<file path="src/rtl/mem_ctrl_pkg.sv">
// mem_ctrl_pkg: shared FSM state type and default widths for mem_ctrl
package mem_ctrl_pkg;
    localparam int MEM_CTRL_ADDR_W = 6;
    localparam int MEM_CTRL_DATA_W = 16;
    typedef enum logic [2:0] {IDLE, ISSUE, WAIT, RSP, CLEAR} mem_ctrl_state_t;
endpackage

</file>
<file path="src/rtl/mem_clr_seq.sv">
// mem_clr_seq: zero-fill sweep address counter and done-pulse generator
module mem_clr_seq
    import mem_ctrl_pkg::*;
#(
    parameter int ADDR_WIDTH = MEM_CTRL_ADDR_W
) (
    input  logic                  clk,
    input  logic                  rst,
    input  logic                  start,
    input  logic                  active,
    output logic [ADDR_WIDTH-1:0] addr,
    output logic                  last,
    output logic                  done
);
    localparam logic [ADDR_WIDTH:0] LAST_CNT = {1'b0, {ADDR_WIDTH{1'b1}}};
    logic [ADDR_WIDTH:0] cnt;
    assign addr = cnt[ADDR_WIDTH-1:0];
    assign last = active && cnt == LAST_CNT;
    always_ff @(posedge clk) begin
        if (rst) begin
            cnt  <= '0;
            done <= 1'b0;
        end else begin
            cnt  <= start ? '0 : active ? cnt + 1'b1 : cnt;
            done <= last;
        end
    end
endmodule

</file>
<file path="src/rtl/mem_ctrl.sv">
// mem_ctrl: valid/ready front end for a 1-cycle-latency sync memory; MEM_CTRL_CLEAR_EN adds a zero-fill sweep
module mem_ctrl
    import mem_ctrl_pkg::*;
#(
    parameter int ADDR_WIDTH = MEM_CTRL_ADDR_W,
    parameter int DATA_WIDTH = MEM_CTRL_DATA_W
) (
    input  logic                  clk,
    input  logic                  rst,
    input  logic                  req_valid,
    output logic                  req_ready,
    input  logic                  req_we,
    input  logic [ADDR_WIDTH-1:0] req_addr,
    input  logic [DATA_WIDTH-1:0] req_wdata,
    output logic                  rsp_valid,
    input  logic                  rsp_ready,
    output logic [DATA_WIDTH-1:0] rsp_rdata,
    input  logic                  clr_start,
    output logic                  clr_busy,
    output logic                  clr_done,
    output logic                  mem_we,
    output logic [ADDR_WIDTH-1:0] mem_addr,
    output logic [DATA_WIDTH-1:0] mem_wdata,
    input  logic [DATA_WIDTH-1:0] mem_rdata
);
    mem_ctrl_state_t state, state_nxt;
    logic                  cmd_we;
    logic [ADDR_WIDTH-1:0] cmd_addr;
    logic [DATA_WIDTH-1:0] cmd_wdata;
    logic                  clr_go, clr_active, clr_last;
    logic [ADDR_WIDTH-1:0] clr_addr;
`ifdef MEM_CTRL_CLEAR_EN
    assign clr_go     = state == IDLE && clr_start;
    assign clr_active = state == CLEAR;
    mem_clr_seq #(.ADDR_WIDTH(ADDR_WIDTH)) u_clr_seq (
        .clk    (clk),
        .rst    (rst),
        .start  (clr_go),
        .active (clr_active),
        .addr   (clr_addr),
        .last   (clr_last),
        .done   (clr_done)
    );
`else
    logic unused_clr_start;
    assign unused_clr_start = clr_start;
    assign clr_go     = 1'b0;
    assign clr_active = 1'b0;
    assign clr_last   = 1'b0;
    assign clr_addr   = '0;
    assign clr_done   = 1'b0;
`endif
    always_ff @(posedge clk) begin
        if (rst) begin
            state     <= IDLE;
            cmd_we    <= 1'b0;
            cmd_addr  <= '0;
            cmd_wdata <= '0;
            rsp_rdata <= '0;
        end else begin
            state <= state_nxt;
            if (req_valid && req_ready) begin
                cmd_we    <= req_we;
                cmd_addr  <= req_addr;
                cmd_wdata <= req_wdata;
            end
            if (state == WAIT) rsp_rdata <= mem_rdata;
        end
    end
    always_comb begin
        state_nxt = state;
        case (state)
            IDLE:    state_nxt = clr_go ? CLEAR : req_valid ? ISSUE : IDLE;
            ISSUE:   state_nxt = cmd_we ? IDLE : WAIT;
            WAIT:    state_nxt = RSP;
            RSP:     state_nxt = rsp_ready ? IDLE : RSP;
            CLEAR:   state_nxt = clr_last ? IDLE : CLEAR;
            default: state_nxt = IDLE;
        endcase
    end
    // Memory pins come only from registers, so req_* never reach mem_* combinationally
    always_comb begin
        req_ready = state == IDLE && !clr_go;
        rsp_valid = state == RSP;
        clr_busy  = clr_active;
        mem_we    = (state == ISSUE && cmd_we) || clr_active;
        mem_addr  = clr_active ? clr_addr : cmd_addr;
        mem_wdata = clr_active ? '0 : cmd_wdata;
    end
endmodule

</file>
<file path="config.mk">
export PLATFORM = sky130hd
export DESIGN_NAME = mem_ctrl
export DESIGN_NICKNAME = d
export VERILOG_FILES = /design/src/rtl/mem_ctrl_pkg.sv /design/src/rtl/mem_clr_seq.sv /design/src/rtl/mem_ctrl.sv
export SDC_FILE = /design/constraint.sdc
export NUM_CORES = 1
export LEC_CHECK = 0
export CAP_MARGIN = 20
export CORE_MARGIN = 2
export CORE_UTILIZATION = 40
export CTS_BUF_LIST = sky130_fd_sc_hd__clkbuf_2 sky130_fd_sc_hd__clkbuf_4 sky130_fd_sc_hd__clkbuf_8
export CTS_CLUSTER_DIAMETER = 80
export DETAILED_ROUTE_END_ITERATION = 7
export PLACE_DENSITY = 0.85
export SYNTH_ARGS = -nofsm -noshare
export SYNTH_HDL_FRONTEND = slang
export SYNTH_HIERARCHICAL = 1
export SYNTH_SLANG_ARGS = --single-unit
</file>
<file path="constraint.sdc">
create_clock -name clk -period 3.02 [get_ports clk]
set_input_delay 0.755 -clock clk [delete_from_list [all_inputs] [get_ports clk]]
set_output_delay 0.755 -clock clk [all_outputs]
set_load 0.02 [all_outputs]
</file>
## Word level (Yosys, flattened, before mapping)

Cells that the tools add are included.
Widths: inputs -> output; s select.

- Flip-flop bits (word level): 42
- Input bits: 44

- Reduce and logical (&&, ||, !) cells: 3
- Mux-type cells: 4
- Equality and inequality tests: 4

Operators with widths:

| cell | number |
|---|---|
| $pmux 3 s5 | 1 |
| $eq 3x2->1 const B | 2 |
| $mux 2 | 2 |
| $eq 3x1->1 const B | 1 |
| $eq 3x3->1 const B | 1 |
| $logic_not 3->1 | 1 |
| $logic_and 1x1->1 | 2 |
| $mux 1 | 1 |

## Logic depth before layout (Yosys ltp)

- Depth in word-level cells: 2
- Mapped depth: 5
- Depth with buffers taken out: 2

## Worst setup path before layout

Ideal clock, no wire load.

- Path kind: reg-to-output
- From: register state[1]
- To: output mem_we
- Path slack: 1.123 ns
- Arrival: 1.142 ns
- Data required time: 2.265 ns
- Buffers on the path: 1
- Stages on the path, launching flop included: 3
- Path through: dfxtp_1 -> buf_6 -> nor4bb_1

- Longest elaborated chain between the ends: 2

Ends and longest elaborated chain:

| item | line | source |
|---|---|---|
| start, declared | mem_ctrl.sv:26 | `mem_ctrl_state_t state, state_nxt;` |
| start signal, assigned | mem_ctrl.sv:61 | `state <= state_nxt;` |
| $eq 3x1->1 | mem_ctrl.sv:86 | `mem_we = (state == ISSUE && cmd_we) \|\| clr_active;` |
| $logic_and 1x1->1 | mem_ctrl.sv:86 |  |
| end, declared | mem_ctrl.sv:21 | `output logic mem_we,` |

No other way between the ends.

## Worst setup path in the final report

- From: register state[0]
- To: output mem_we

Same word-level chain as after synthesis.

==> results.py <==
metrics = {
    "outcome": {
        "outcome": "complete, no violations",
    },
    "clocking": {
        "cts_hold_buf": 0,
        "numCtsBuffers": 5,
        "clk_pin_slew_ps": 80,
        "cts_tree": "yes",
        "ctsLongestPathBuffers": 2,
        "cts_setup_buffers": 0,
        "cts_sinks": 42,
        "ctsRootBufferMaster": "clkbuf_8",
        "htreeDepth": 2,
        "cts_resized": 0,
        "clk_latency_ps": 290,
    },
    "yosys": {
        "syn_inst": 189,
        "synth_seq_area_share_pct": 43.35,
        "ys_ff_latch": 42,
        "synth_cell_types": 17,
        "syn_area_per_cell_sq_um": 10.26,
        "ys_warn_count": 6,
        "syn_area_sq_mm": 0.001939,
    },
    "floorplanning": {
        "die_y_microns": 73.63,
        "start_util_pct": 41.33,
        "die-area_sq_mm": 0.005421,
        "die_x_microns": 73.63,
        "coreArea_sq_mm": 0.004692,
        "rows": 25,
        "num_io_pins": 87,
    },
    "finish": {
        "final_cell_mix": "clkdlybuf4s50_1 (82), nand2b_1 (79), dfxtp_1 (42), mux2i_1 (39), clkbuf_8 (8)",
        "finalInstanceArea_sq_mm": 0.002861,
        "diodes": 0,
        "instances_no_fill": 321,
        "fill_cells": 418,
        "final_util_pct": 60.99,
        "drive_gt1_share_pct": 4.869,
        "nets": 310,
        "layout_commonest_cell": "clkdlybuf4s50_1",
        "area_growth_pct": 47.55,
    },
    "timing": {
        "finClkSkew_ps": 4.055,
        "relSlewSlack_pct": 40.12,
        "clock.fmax_mhz": 399.8,
        "finalCritPeriodShare_pct": 82.82,
        "drv_slew": 0,
        "setup_tns_ps": 0,
        "hold_viol": 0,
        "rsz0062_at_grt": "no",
        "worst_slew_pin_slew_ps": 898.3,
        "post-route-min-period_ps": 2501,
        "setup_violations": 0,
    },
    "power": {
        "power.total_mw": 1.358,
        "clkPwrFrac_pct": 30.7,
        "seqPwrFrac_pct": 45.8,
        "ir_worst_vdd_v": 0.0002763,
        "intPower_mw": 1.009,
        "p_sw_uw": 349.4,
        "power.density_mw_per_mm2": 474.6,
        "swShare_pct": 25.73,
        "leakagePower_nw": 1.060,
        "combPwrFrac_pct": 23.4,
    },
    "placement": {
        "dp.cells": 313,
        "place_area_sq_mm": 0.002751,
        "post-dp-hpwl_microns": 2744,
        "gp_congestion": 0.7077,
        "port_buffers": 83,
    },
    "drt": {
        "drtIter0Drc": 39,
        "drc": 0,
        "dr.pass1.iters": 4,
        "via_per_inst": 4.623,
        "antenna_left": 0,
        "vias": 1484,
        "wire_per_inst_microns": 12.01,
        "routed_wl_microns": 3856,
    },
    "worst_setup_path": {
        "worst-path-buf-inv": 1,
        "critPathCaptureType": "output pin",
        "regToRegStartpoint": "state[1]$_SDFF_PP0_",
        "crit_path_start": "state[0]$_SDFF_PP0_",
        "critPathRequiredTime_ps": 2260,
        "crit_fanout": 9,
        "slowest_delay_ps": 660,
        "crit_slowest_cell": "clkdlybuf4s50_1",
        "arrival_ps": 1750,
        "crit_family": "buffers and inverters",
        "worstPathCellList": "nor4bb_1, clkdlybuf4s50_1",
        "worstSetupPathType": "reg2out",
        "crit_path_start_kind": "flop",
    },
    "flow_run": {
        "cap_violations": 0,
    },
    "global_route": {
        "antenna_found_initial": 0,
        "grt_pass1_wl_microns": 6561,
        "track_usage_pct": 15.46,
        "grt_overflow": 0,
        "grt_pass1_vias": 1514,
        "grt_max_degree": 81,
    },
    "worst_hold_path": {
        "hold_path.startpoint": "rsp_rdata[2]$_SDFFE_PP0N_",
        "hp-class": "reg2reg",
    },
}
==> through the flow <==
step / worst slack (ps) / hold slack, ps
2_1_floorplan: 1123 / 457.6
3_3_place_gp: 841.3 / 458.6
3_5_place_dp: 833.8 / 462.8
4_1_cts: 484.3 / 477.4
5_1_grt: 356.1 / 490.1
6_report: 518.7 / 472.0
==> synth_stat cells <==
| cell type | count | share of area (%) |
|---|---|---|
| a21boi_0 | 2 | 0.77 |
| and3b_1 | 1 | 0.45 |
| buf_4 | 4 | 1.5 |
| buf_6 | 4 | 2.3 |
| clkbuf_1 | 8 | 1.5 |
| conb_1 | 1 | 0.19 |
| dfxtp_1 | 42 | 43 |
| mux2i_1 | 39 | 20 |
| nand2b_1 | 79 | 25 |
| nor2_1 | 1 | 0.19 |
| nor3_1 | 1 | 0.26 |
| nor3b_1 | 2 | 0.77 |
| nor4b_1 | 1 | 0.45 |
| nor4b_4 | 1 | 1.2 |
| nor4bb_1 | 1 | 0.52 |
| o21a_1 | 1 | 0.39 |
| o21bai_1 | 1 | 0.39 |
==> path summary, 6_finish.rpt <==
path	endpoint	slack, ps	cells past startpoint
max	mem_we	520	2
min	rsp_rdata[2]$_SDFFE_PP0N_	470	2
max reg2reg	rsp_rdata[1]$_SDFFE_PP0N_	1420	3
min reg2reg	rsp_rdata[2]$_SDFFE_PP0N_	470	2
==> power groups by stage <==
stage                     clock (mW)  combinational, mW  sequential (mW)
final                          0.418              0.318            0.622
after global routing           0.456              0.341            0.629
after CTS                      0.432              0.323            0.623
after detailed placement           0              0.322            0.636
after global placement             0              0.319            0.633
after floorplan                    0              0.143            0.673
==> routing by layer <==
metal	up-vias	share of wire (%)	track usage, %	routed length (microns)
met2	51	48	26.29	1867
met3	7	7.7	6.036	298
li1	760	-	-	-
met4	0	1.4	5.859	55
met1	666	42	17.36	1635
met5	-	0	0	0
==> cell families (layout without fill, tap and decap cells) <==
family / after synthesis / after routing / share of synthesized area (%)
simple gates: 87 / 87 / 29.35
flops: 42 / 42 / 43.36
mux: 39 / 39 / 20.13
buf+inv: 16 / 93 / 5.419
compound gates: 4 / 4 / 1.548
other cells: 1 / 2 / 0.1934
==> worst min-delay path: stages, from the launching register on <==
cell and delay [ps]:
dfxtp_1 310, nand2b_1 60, mux2i_1 60
==> flip-flops by register name, summed over array words and instances, names as in the netlist <==
register / flops
mem_wdata: 16
rsp_rdata: 16
mem_addr: 6
state: 3
cmd_we: 1
==> final cells by class <==
class	count	area, sq um	share of cell area [%]
clock buffer	8	110.1	3.848
multi-input combinational	132	1002	35.02
timing repair buffer	85	840.8	29.38
sequential	42	840.8	29.38
tap	54	67.56	2.361
(Power assumes the default switching activity.)
